--- src/rtl/seg7_scan_driver.sv ---
// Two-digit common-anode 7-segment scan driver. Re-times a slow BCD count into
// the system clock, then multiplexes ones/tens with decode and leading-zero blanking.
module seg7_scan_driver #(
    parameter int REFRESH_DIV    = 100000,
    parameter int BLANK_LEADING  = 1,
    parameter int SEG_ACTIVE_LOW = 1,
    parameter int AN_ACTIVE_LOW  = 1
) (
    input  logic       clk_100MHz,
    input  logic       reset,
    input  logic [7:0] count,
    output logic [6:0] seg,
    output logic       dp,
    output logic [1:0] an,
    output logic [7:0] value_q
);
    localparam int         DIV_W   = (REFRESH_DIV > 2) ? $clog2(REFRESH_DIV) : 1;
    localparam logic [6:0] SEG_OFF = (SEG_ACTIVE_LOW != 0) ? 7'h7F : 7'h00;
    localparam logic [1:0] AN_OFF  = (AN_ACTIVE_LOW != 0) ? 2'b11 : 2'b00;
    localparam logic       DP_OFF  = (SEG_ACTIVE_LOW != 0) ? 1'b1 : 1'b0;

    logic [7:0]       r_s1, r_s2, r_s3;
    logic [DIV_W-1:0] r_div_cnt;
    logic             r_slot;

    logic [3:0] w_digit;
    logic       w_blank;
    logic [6:0] w_seg_hi;
    logic [1:0] w_an_hi;

    always_comb begin
        w_digit  = r_slot ? value_q[7:4] : value_q[3:0];
        w_blank  = (BLANK_LEADING != 0) && r_slot && (value_q[7:4] == 4'd0);
        w_seg_hi = 7'h40;  // dash marks a non-BCD digit
        case (w_digit)
            4'd0: w_seg_hi = 7'h3F;
            4'd1: w_seg_hi = 7'h06;
            4'd2: w_seg_hi = 7'h5B;
            4'd3: w_seg_hi = 7'h4F;
            4'd4: w_seg_hi = 7'h66;
            4'd5: w_seg_hi = 7'h6D;
            4'd6: w_seg_hi = 7'h7D;
            4'd7: w_seg_hi = 7'h07;
            4'd8: w_seg_hi = 7'h7F;
            4'd9: w_seg_hi = 7'h6F;
            default: w_seg_hi = 7'h40;
        endcase
        w_an_hi = r_slot ? 2'b10 : 2'b01;
        if (w_blank) begin
            w_seg_hi = 7'h00;
            w_an_hi  = 2'b00;
        end
    end

    always_ff @(posedge clk_100MHz) begin
        if (reset) begin
            r_s1      <= 8'h00;
            r_s2      <= 8'h00;
            r_s3      <= 8'h00;
            value_q   <= 8'h00;
            r_div_cnt <= '0;
            r_slot    <= 1'b0;
            seg       <= SEG_OFF;
            an        <= AN_OFF;
            dp        <= DP_OFF;
        end else begin
            r_s1 <= count;
            r_s2 <= r_s1;
            r_s3 <= r_s2;
            // accept only after two matching synchronized samples
            if (r_s2 == r_s3)
                value_q <= r_s2;
            if (r_div_cnt == DIV_W'(REFRESH_DIV - 1)) begin
                r_div_cnt <= '0;
                r_slot    <= ~r_slot;
            end else begin
                r_div_cnt <= r_div_cnt + DIV_W'(1);
            end
            seg <= w_seg_hi ^ SEG_OFF;
            an  <= w_an_hi ^ AN_OFF;
            dp  <= DP_OFF;
        end
    end
endmodule

--- config.mk ---
export PLATFORM = sky130hd
export DESIGN_NAME = seg7_scan_driver
export DESIGN_NICKNAME = d
export VERILOG_FILES = /design/src/rtl/seg7_scan_driver.sv
export SDC_FILE = /design/constraint.sdc
export NUM_CORES = 1
export LEC_CHECK = 0
export ABC_AREA = 0
export CORE_AREA = 2 2 85 54
export DETAILED_ROUTE_END_ITERATION = 10
export DIE_AREA = 0 0 87 56
export DONT_BUFFER_PORTS = 1
export PLACE_DENSITY = 0.82
export SLEW_MARGIN = 10
export SYNTH_ARGS = -nofsm -noshare
export SYNTH_HDL_FRONTEND = slang
export SYNTH_SLANG_ARGS = --single-unit
--- constraint.sdc ---
create_clock -name clk_100MHz -period 3.85 [get_ports clk_100MHz]
set_input_delay 0.385 -clock clk_100MHz [delete_from_list [all_inputs] [get_ports clk_100MHz]]
set_output_delay 0.385 -clock clk_100MHz [all_outputs]
set_load 0.01 [all_outputs]
# Word-level counts from Yosys, hierarchy flattened
# Memory sizes are Yosys's and may differ from the RTL's.
# Index checks and enable logic that the tools add are counted.
[word_totals] reg_bits=59 romBits=112 in_bits=10 mem_count=1
[classes] n_addsub=1 n_eq_ne=2 n_mux=4 bitwise_logic=3 reduce_logical=3
[memory_table] memory="(name not given)" words=16 width=7 rd=1 rd_ports_with_merged_regs=0 wr=0 line_no="35" text="case (w_digit)"
[op_table] cell="adder 17 x 1 -> 17 bit (second input constant)" count=1
[op_table] cell="equality test 17 bit (second input constant)" count=1
[op_table] cell="equality test 8 bit" count=1
[op_table] cell="two-way mux 7 bit" count=1
[op_table] cell="NOT 7 bit" count=1
[op_table] cell="logical NOT 4 bit" count=1
[op_table] cell="two-way mux 2 bit" count=2
[op_table] cell="two-way mux 4 bit" count=1
[op_table] cell="NOT 2 bit" count=1
[op_table] cell="OR reduction 2 bit" count=1
[op_table] cell="logical AND 1 bit" count=1
[op_table] cell="NOT 1 bit" count=1

# Depth between registers and ports, before layout
# Gate-level depths: netlist of the first run.
[logic_depth] word_depth=4 depth_mapped=7 depth_no_buf=6

# Worst setup path after synthesis of the first run
# No wires, ideal clock.
[synth_timing] kind="flip-flop to flip-flop" startpoint="register r_div_cnt[3]" endpoint="register r_div_cnt[15]" arrival_ps=1698 required_ps=3736 slack_ps=2037 path_stages_with_launch=6 n_path_buf=1 cell_sequence="dfxtp_1 > clkbuf_2 > nand4_2 > nor4_2 > mux2_2 > a2111oi_0"
[synth_between] elab_chain_cells=2 word_cells_on_any_way=3 cone_classes="add/sub: 1; eq/ne: 1; reduce/logical: 1"
[synth_rtl] item="start, declared" line_no="23" text="logic [DIV_W-1:0] r_div_cnt;"
[synth_rtl] item="start signal, assigned" line_no="77" text="r_div_cnt <= r_div_cnt + DIV_W'(1);"
[synth_rtl] item="parallel branches: the longest is 2 deep, another holds adder 17 x 1 -> 17 bit"
# Several ways; the timed one is not identified.
# A chain may end at the register's enable or synchronous reset.

# Worst setup path after layout of the first run
[layout_timing] startpoint="register r_div_cnt[8]" endpoint="register r_div_cnt[8]"
# Same word-level chain as after synthesis.

==> results of run 1 <==
[metrics by stage]
step                      instance area [um2]  setup slack, ns   util  instances  hold WS (ns)
final                                    2560             1.62  0.636        290         0.122
after global placement                   2360             1.70  0.586        274         0.420
after global routing                     2560             1.45  0.636        290         0.103
after CTS                                2560             1.61  0.636        290         0.104
after detailed placement                 2360             1.62  0.586        274         0.424
after floorplan                          2370             2.04      -        235         0.414
[cell type report]
cell class / instances / area, um2 / share of cell area
flip-flops and latches: 59 / 1180 / 0.461
multi-input cells: 159 / 1090 / 0.427
clock buffers: 9 / 124 / 0.0483
clock inverters: 7 / 77.6 / 0.0303
well taps: 50 / 62.6 / 0.0244
inverters: 6 / 22.5 / 0.00879
[layout by cell type, fill, tap and decap left out]
master and instances:
or4b_1 1, a21oi_1 4, nand4_2 1, clkinvlp_4 4, xor2_1 10, nor2_1 22
inv_6 1, and3_1 1, nor4_1 8, xnor2_1 12, o21a_1 1, nand2_1 10
nor3_1 3, or3b_2 1, nor2b_1 32, mux2i_1 6, or2_0 1, nor4_2 2
nor2_2 4, a2111oi_0 1, bufinv_16 1, conb_1 1, o21ai_0 5, or4_1 2
dfxtp_1 59, inv_1 6, ha_1 6, clkinv_4 1, clkbuf_8 9, nand3_1 7
mux2_2 12, nand4_1 5, or2_2 1
[per-layer routing]
layer,routed length (um),vias to the layer above
met5,0,-
met1,1990,687
met4,51,0
met3,303,8
li1,-,783
met2,1550,59
[synth_stat cells]
master	n
dfxtp_1	59
nor2b_1	32
nor2_1	22
mux2_2	12
xnor2_1	12
nand2_1	10
xor2_1	10
nor4_1	8
nand3_1	7
ha_1	6
inv_1	6
mux2i_1	6
clkbuf_1	5
nand4_1	5
o21ai_0	5
a21oi_1	4
nor2_2	4
nor3_1	3
buf_4	2
clkbuf_2	2
nor4_2	2
or4_1	2
a2111oi_0	1
and3_1	1
buf_12	1
buf_2	1
conb_1	1
nand4_2	1
o21a_1	1
or2_0	1
or2_2	1
or3b_2	1
or4b_1	1
[power by group]
| group | internal [mW] | switching [mW] | total (mW) |
|---|---|---|---|
| logic | 0.0231 | 0.0240 | 0.0470 |
| registers | 0.631 | 0.0152 | 0.646 |
| clock network | 0.301 | 0.250 | 0.551 |
| total | 0.955 | 0.289 | 1.24 |
[worst register-to-register path, cell delays in order, from the launching register on]
cell and delay [ns]:
dfxtp_1 0.35, or4b_1 0.55, nor4_2 0.33, or2_0 0.74, nor2_1 0.11
[worst paths after layout]
kind / startpoint / end / slack [ns]
max: r_div_cnt[8] / r_div_cnt[8] / 1.62
min: reset / r_slot / 0.12
max reg2reg: r_div_cnt[8] / r_div_cnt[8] / 1.62
min reg2reg: r_s1[2] / r_s2[2] / 0.43
[cells by family (layout without fill, tap and decap cells)]
logic type	after synthesis	after routing
other cells	1	1
fa+ha+maj	6	6
flops	59	59
compound gates	11	11
mux	18	18
xor+xnor	22	22
buf+inv	17	22
simple gates	101	101
[sequential cells by signal, summed over array words and instances (netlist names)]
name / cells
seg: 7
r_s3: 8
r_s2: 8
r_div_cnt: 17
r_slot: 1
an: 2
r_s1: 8
value_q: 8
==> results.toml, run 1 <==
[global_route]
grt_pass1_vias = 1308
grtUsageTotal = 0.176
met2_usage = 0.220
grt-ovfl-total = 0
grt_antenna_before_repair = 0
met1_usage = 0.255
grt_busiest_layer = "met1"
grt_max_degree = 41
grt_pass1_wl_mm = 6.44
grtUsageMet3 = 0.0875

[yosys]
yosysTopAreaCell = "dfxtp_1"
synth_area_leaders = "dfxtp_1, nor2b_1, mux2_2"
synthesis.area_mm2 = 0.00237
ys_warn_count = 0
synth_top_area_frac = 0.499
synth.avg_cell_area_um2 = 10.1
syn_nets = 251
synthMuxAreaShare = 0.0825
synth_cell_types = 33
synth_compound_area_frac = 0.0259
synth_fa_ha_area_frac = 0.0317
synth_top_family_by_area = "simple AND/OR/NAND/NOR gates"
synth-seq-cells = 59
synth-simple-area-share = 0.239
synth_cells = 235
synthXorXnorAreaFrac = 0.0814
seq_area_frac_synth = 0.499

[cts]
cts_resized = 0
cts_max_level = 3
clk_latency_ns = 0.33
clock_path_buffers = 2
numCtsBuffers = 9
hold_buffers = 0
clk_pin_slew_ns = 0.07
cts_tree = "yes"
cts_setup_buffers = 0
root_buffer = "clkbuf_8"
clock_sinks = 59

[layout]
nNetsFinal = 251
area_growth_pct = 8.25
num_antenna_cells = 0
drive_gt1_frac = 0.154
fill_cells = 335

[setup_path]
rr_worst_depth = 4
critPathMaxStageDelay_ns = 0.74
crit_chain = "or4b_1 -> nor4_2 -> or2_0 -> nor2_1"
cp_slowest_cell = "or2_0"
worst-path-buf-inv = 0
required_ns = 4.03
critPathArrivalTime_ns = 2.42
path_depth = 4
end_kind = "flop"
critPathLaunchType = "flop"
critPathTopFamily = "simple AND/OR/NAND/NOR gates"
path_max_fanout = 14
criticalPathCategory = "reg2reg"

[power_and_ir_drop]
power_density_mw_per_mm2 = 486
irDropWorstVdd_uv = 322
leakage_nw = 0.979
power.total_mw = 1.24

[placed_design]
post-dp-hpwl_mm = 2.75
place.gp.congestion = 0.904
io_buffers = 0

[detailed_routing]
avgViaCountPerCell = 5.30
drc = 0
wire_per_inst_um = 13.4
dr.first_iter.drc_count = 110
vias = 1537
drt_pass1_iterations = 4
route.antenna.remaining_nets = 0
drt-total-wl_mm = 3.90

[sta]
tightestPinTransition_ns = 0.894
grt_setup_unrepaired = "false"
maxSlewHeadroom = 0.404
finalMaxSlewViolations = 0
fin_crit_ns = 2.23
finalSetupViolCount = 0
tns_ns = 0
skew_ns = 0.00814
fin_crit_sh = 0.580
clock.fmax_mhz = 448
hold_viol = 0

[outcome]
status = "complete, no violations"

[floorplanning]
die_w_um = 87
dieArea_mm2 = 0.00487
design.core.area_mm2 = 0.00403
fp.dieH_um = 56
rows = 18
num_io_pins = 28
initial_core_util = 0.587

[flow_run]
maxCapViolCount = 0

[min_path]
hold_class = "in2reg"
hold_depth = 1
No activity file was read; power rests on OpenSTA's default activity.
==> run 2: changes to the inputs <==
--- a/config.mk
+++ b/config.mk
@@ -5,12 +5,12 @@
 export SDC_FILE = /design/constraint.sdc
 export NUM_CORES = 1
 export LEC_CHECK = 0
-export ABC_AREA = 0
-export CORE_AREA = 2 2 85 54
+export ABC_AREA = 1
+export CORE_AREA = 2 2 90 58
 export DETAILED_ROUTE_END_ITERATION = 10
-export DIE_AREA = 0 0 87 56
+export DIE_AREA = 0 0 92 60
 export DONT_BUFFER_PORTS = 1
-export PLACE_DENSITY = 0.82
+export PLACE_DENSITY = 0.8
 export SLEW_MARGIN = 10
 export SYNTH_ARGS = -nofsm -noshare
 export SYNTH_HDL_FRONTEND = slang
==> constraint.sdc (replaced) <==
create_clock -name clk_100MHz -period 1.9 [get_ports clk_100MHz]
set_input_delay 0.19 -clock clk_100MHz [delete_from_list [all_inputs] [get_ports clk_100MHz]]
set_output_delay 0.19 -clock clk_100MHz [all_outputs]
set_load 0.01 [all_outputs]
==> run 2 against run 1 <==
Against the previous run: setup slack got worse by 1.5 ns; fmax rose by 26%; critical endpoint is now seg[6]; highest routed layer unchanged; first-iteration DRC count rose by 40%; sequential power rose by 110%; worst hold slack improved by 0.058 ns; final area rose by 13%.
==> results.toml, run 2 <==
[power_and_ir_drop]
switching_share = 0.243
p_int_mw = 2.17
leakage_nw = 1.29
irDropWorstVdd_uv = 488
seqPwrFrac = 0.478
power.switching_mw = 0.698
clkPwrFrac = 0.429
comb_power_share = 0.093
power_density_mw_per_mm2 = 992

[layout]
fill_cells = 437
finalInstanceArea_mm2 = 0.00290
regArea_mm2 = 0.00118
top_register = "r_div_cnt"
layout_commonest_cell = "nand2_1"
final_cell_mix = "nand2_1, nor2_1, dfxtp_1, inv_1, nand3_1"
fin_util = 0.609
drive_gt1_frac = 0.0663
multi_input_comb_area_mm2 = 0.00108
area_growth_pct = 14.1
largest_reg_flops = 17
layoutNonFillerInstCount = 444
nNetsFinal = 389

[global_route]
grt_max_degree = 25
grtUsageMet3 = 0.0807
grt_antenna_before_repair = 1
grt_pass1_vias = 1907
met2_usage = 0.313
grt-ovfl-total = 0
grt_busiest_layer = "met2"
grtUsageTotal = 0.194
met1_usage = 0.230
grt_pass1_wl_mm = 8.14

[flow_run]
maxCapViolCount = 0

[cts]
clk_pin_slew_ns = 0.06
numCtsBuffers = 9
cts_resized = 0
clock_sinks = 59
clock_path_buffers = 2
cts_tree = "yes"
cts_max_level = 3
root_buffer = "clkbuf_8"
clk_latency_ns = 0.32

[sta]
finalMaxSlewViolations = 0
finalSetupViolCount = 0
fin_crit_sh = 0.935
hold_viol = 0
skew_ns = 0.00414
holdWs_ns = 0.180
tightestPinTransition_ns = 0.811
tns_ns = 0
fin_crit_ns = 1.78
maxSlewHeadroom = 0.457
clock.fmax_mhz = 563
grt_setup_unrepaired = "false"

[setup_path]
cp-endpoint = "seg[6]"
criticalPathCategory = "reg2reg"
timing.rr.end = "seg[6]"
cp-startpoint = "r_slot"
r2r-start = "r_slot"
ff2ff_setup_slack_ns = 0.12
end_kind = "flop"
path_max_fanout = 4
critPathArrivalTime_ns = 1.98
required_ns = 2.11
rr_worst_depth = 6
critPathLaunchType = "flop"

[yosys]
synth.avg_cell_area_um2 = 7.07
yosysTopAreaCell = "dfxtp_1"
yosysMostFrequentCell = "nand2_1"
ys.flop_type = "dfxtp_1"
yosys-top-cells-count = "nand2_1, nor2_1, dfxtp_1"
synth-seq-cells = 59
synthesis.area_mm2 = 0.00254
syn_nets = 375
synth_edf_count = 0
synth_cell_types = 30
synth_area_leaders = "dfxtp_1, nand2_1, nor2_1"
synth_cells = 359
seq_area_frac_synth = 0.465
synth_top_area_frac = 0.465
ys_warn_count = 0
async_flop_share = 0

[detailed_routing]
drt-total-wl_mm = 4.77
drc = 0
avgViaCountPerCell = 4.74
route.antenna.remaining_nets = 0
dr.first_iter.drc_count = 154
wire_per_inst_um = 10.7
drt_pass1_iterations = 4
vias = 2105

[floorplanning]
dieArea_mm2 = 0.00552
initial_core_util = 0.534
die_w_um = 92
rows = 20
num_io_pins = 28
fp.dieH_um = 60
design.core.area_mm2 = 0.00475

[min_path]
hold_class = "in2reg"

[placed_design]
dp_cells = 419
place_area_mm2 = 0.00259
place.gp.congestion = 0.874
io_buffers = 0
post-dp-hpwl_mm = 3.34

[outcome]
status = "complete, no violations"
-- run 2: cell families (layout without fill, tap and decap cells) --
| kind of cell | count (synthesis) | after routing | synth area share |
|---|---|---|---|
| adders and majority gates | 6 | 6 | 0.0296 |
| other | 1 | 2 | 0.00148 |
| and+or+nand+nor | 199 | 199 | 0.320 |
| buffers and inverters | 68 | 86 | 0.108 |
| xor gates and xnor gates | 7 | 7 | 0.0242 |
| AOI/OAI and AO/OA | 19 | 19 | 0.0508 |
| DFF | 59 | 59 | 0.465 |
-- run 2: layout make-up --
class | count | share of cell area
Multi-Input combinational cell | 232 | 0.373
Clock inverter | 4 | 0.0259
Antenna cell | 1 | 0.000864
Timing Repair Buffer | 10 | 0.0337
Sequential cell | 59 | 0.408
Inverter | 61 | 0.0808
Tap cell | 66 | 0.0285
Clock buffer | 11 | 0.0488
-- run 2: timing repair --
item,CTS,global route
buffers inserted,0,0
hold buffers,9,0
setup endpoints to repair,0,0
endpoints found under the hold margin,24,0
-- run 2: worst min-delay path by stage --
stage	endpoint	cells after the start	slack (ns)	start
floorplan	r_s1[0]	2	0.30	count[0]
global placement	r_s2[6]	1	0.26	reset
detailed placement	r_s1[7]	1	0.26	reset
CTS	seg[6]	2	0.16	reset
global route	seg[6]	2	0.20	reset
finish	seg[6]	2	0.18	reset
-- run 2: power by group through the flow --
| stage | Sequential [mW] | Combinational [mW] | Clock, mW |
|---|---|---|---|
| CTS | 1.37 | 0.267 | 1.26 |
| finish | 1.37 | 0.268 | 1.23 |
| global placement | 1.40 | 0.234 | 0 |
| floorplan | 1.39 | 0.209 | 0 |
| global route | 1.38 | 0.306 | 1.32 |
| detailed placement | 1.40 | 0.244 | 0 |
-- run 2: routing by layer --
metal	vias up	share of wire
li1	1105	-
met1	940	0.46
met5	-	0
met4	0	0.011
met3	8	0.061
met2	52	0.47
-- run 2: through the flow --
stage | worst slack [ns] | total power, mW
CTS | 0.127 | 2.90
floorplan | 0.264 | 1.60
detailed placement | 0.129 | 1.65
global route | 0.0000708 | 3.01
global placement | 0.225 | 1.63
finish | 0.124 | 2.87
-- run 2: worst max-delay path: stages, from the launching register on --
cell	delay [ns]
dfxtp_1	0.33
o21ai_0	0.48
inv_1	0.17
ha_1	0.23
or2_2	0.30
o211ai_1	0.08
nand2_1	0.06
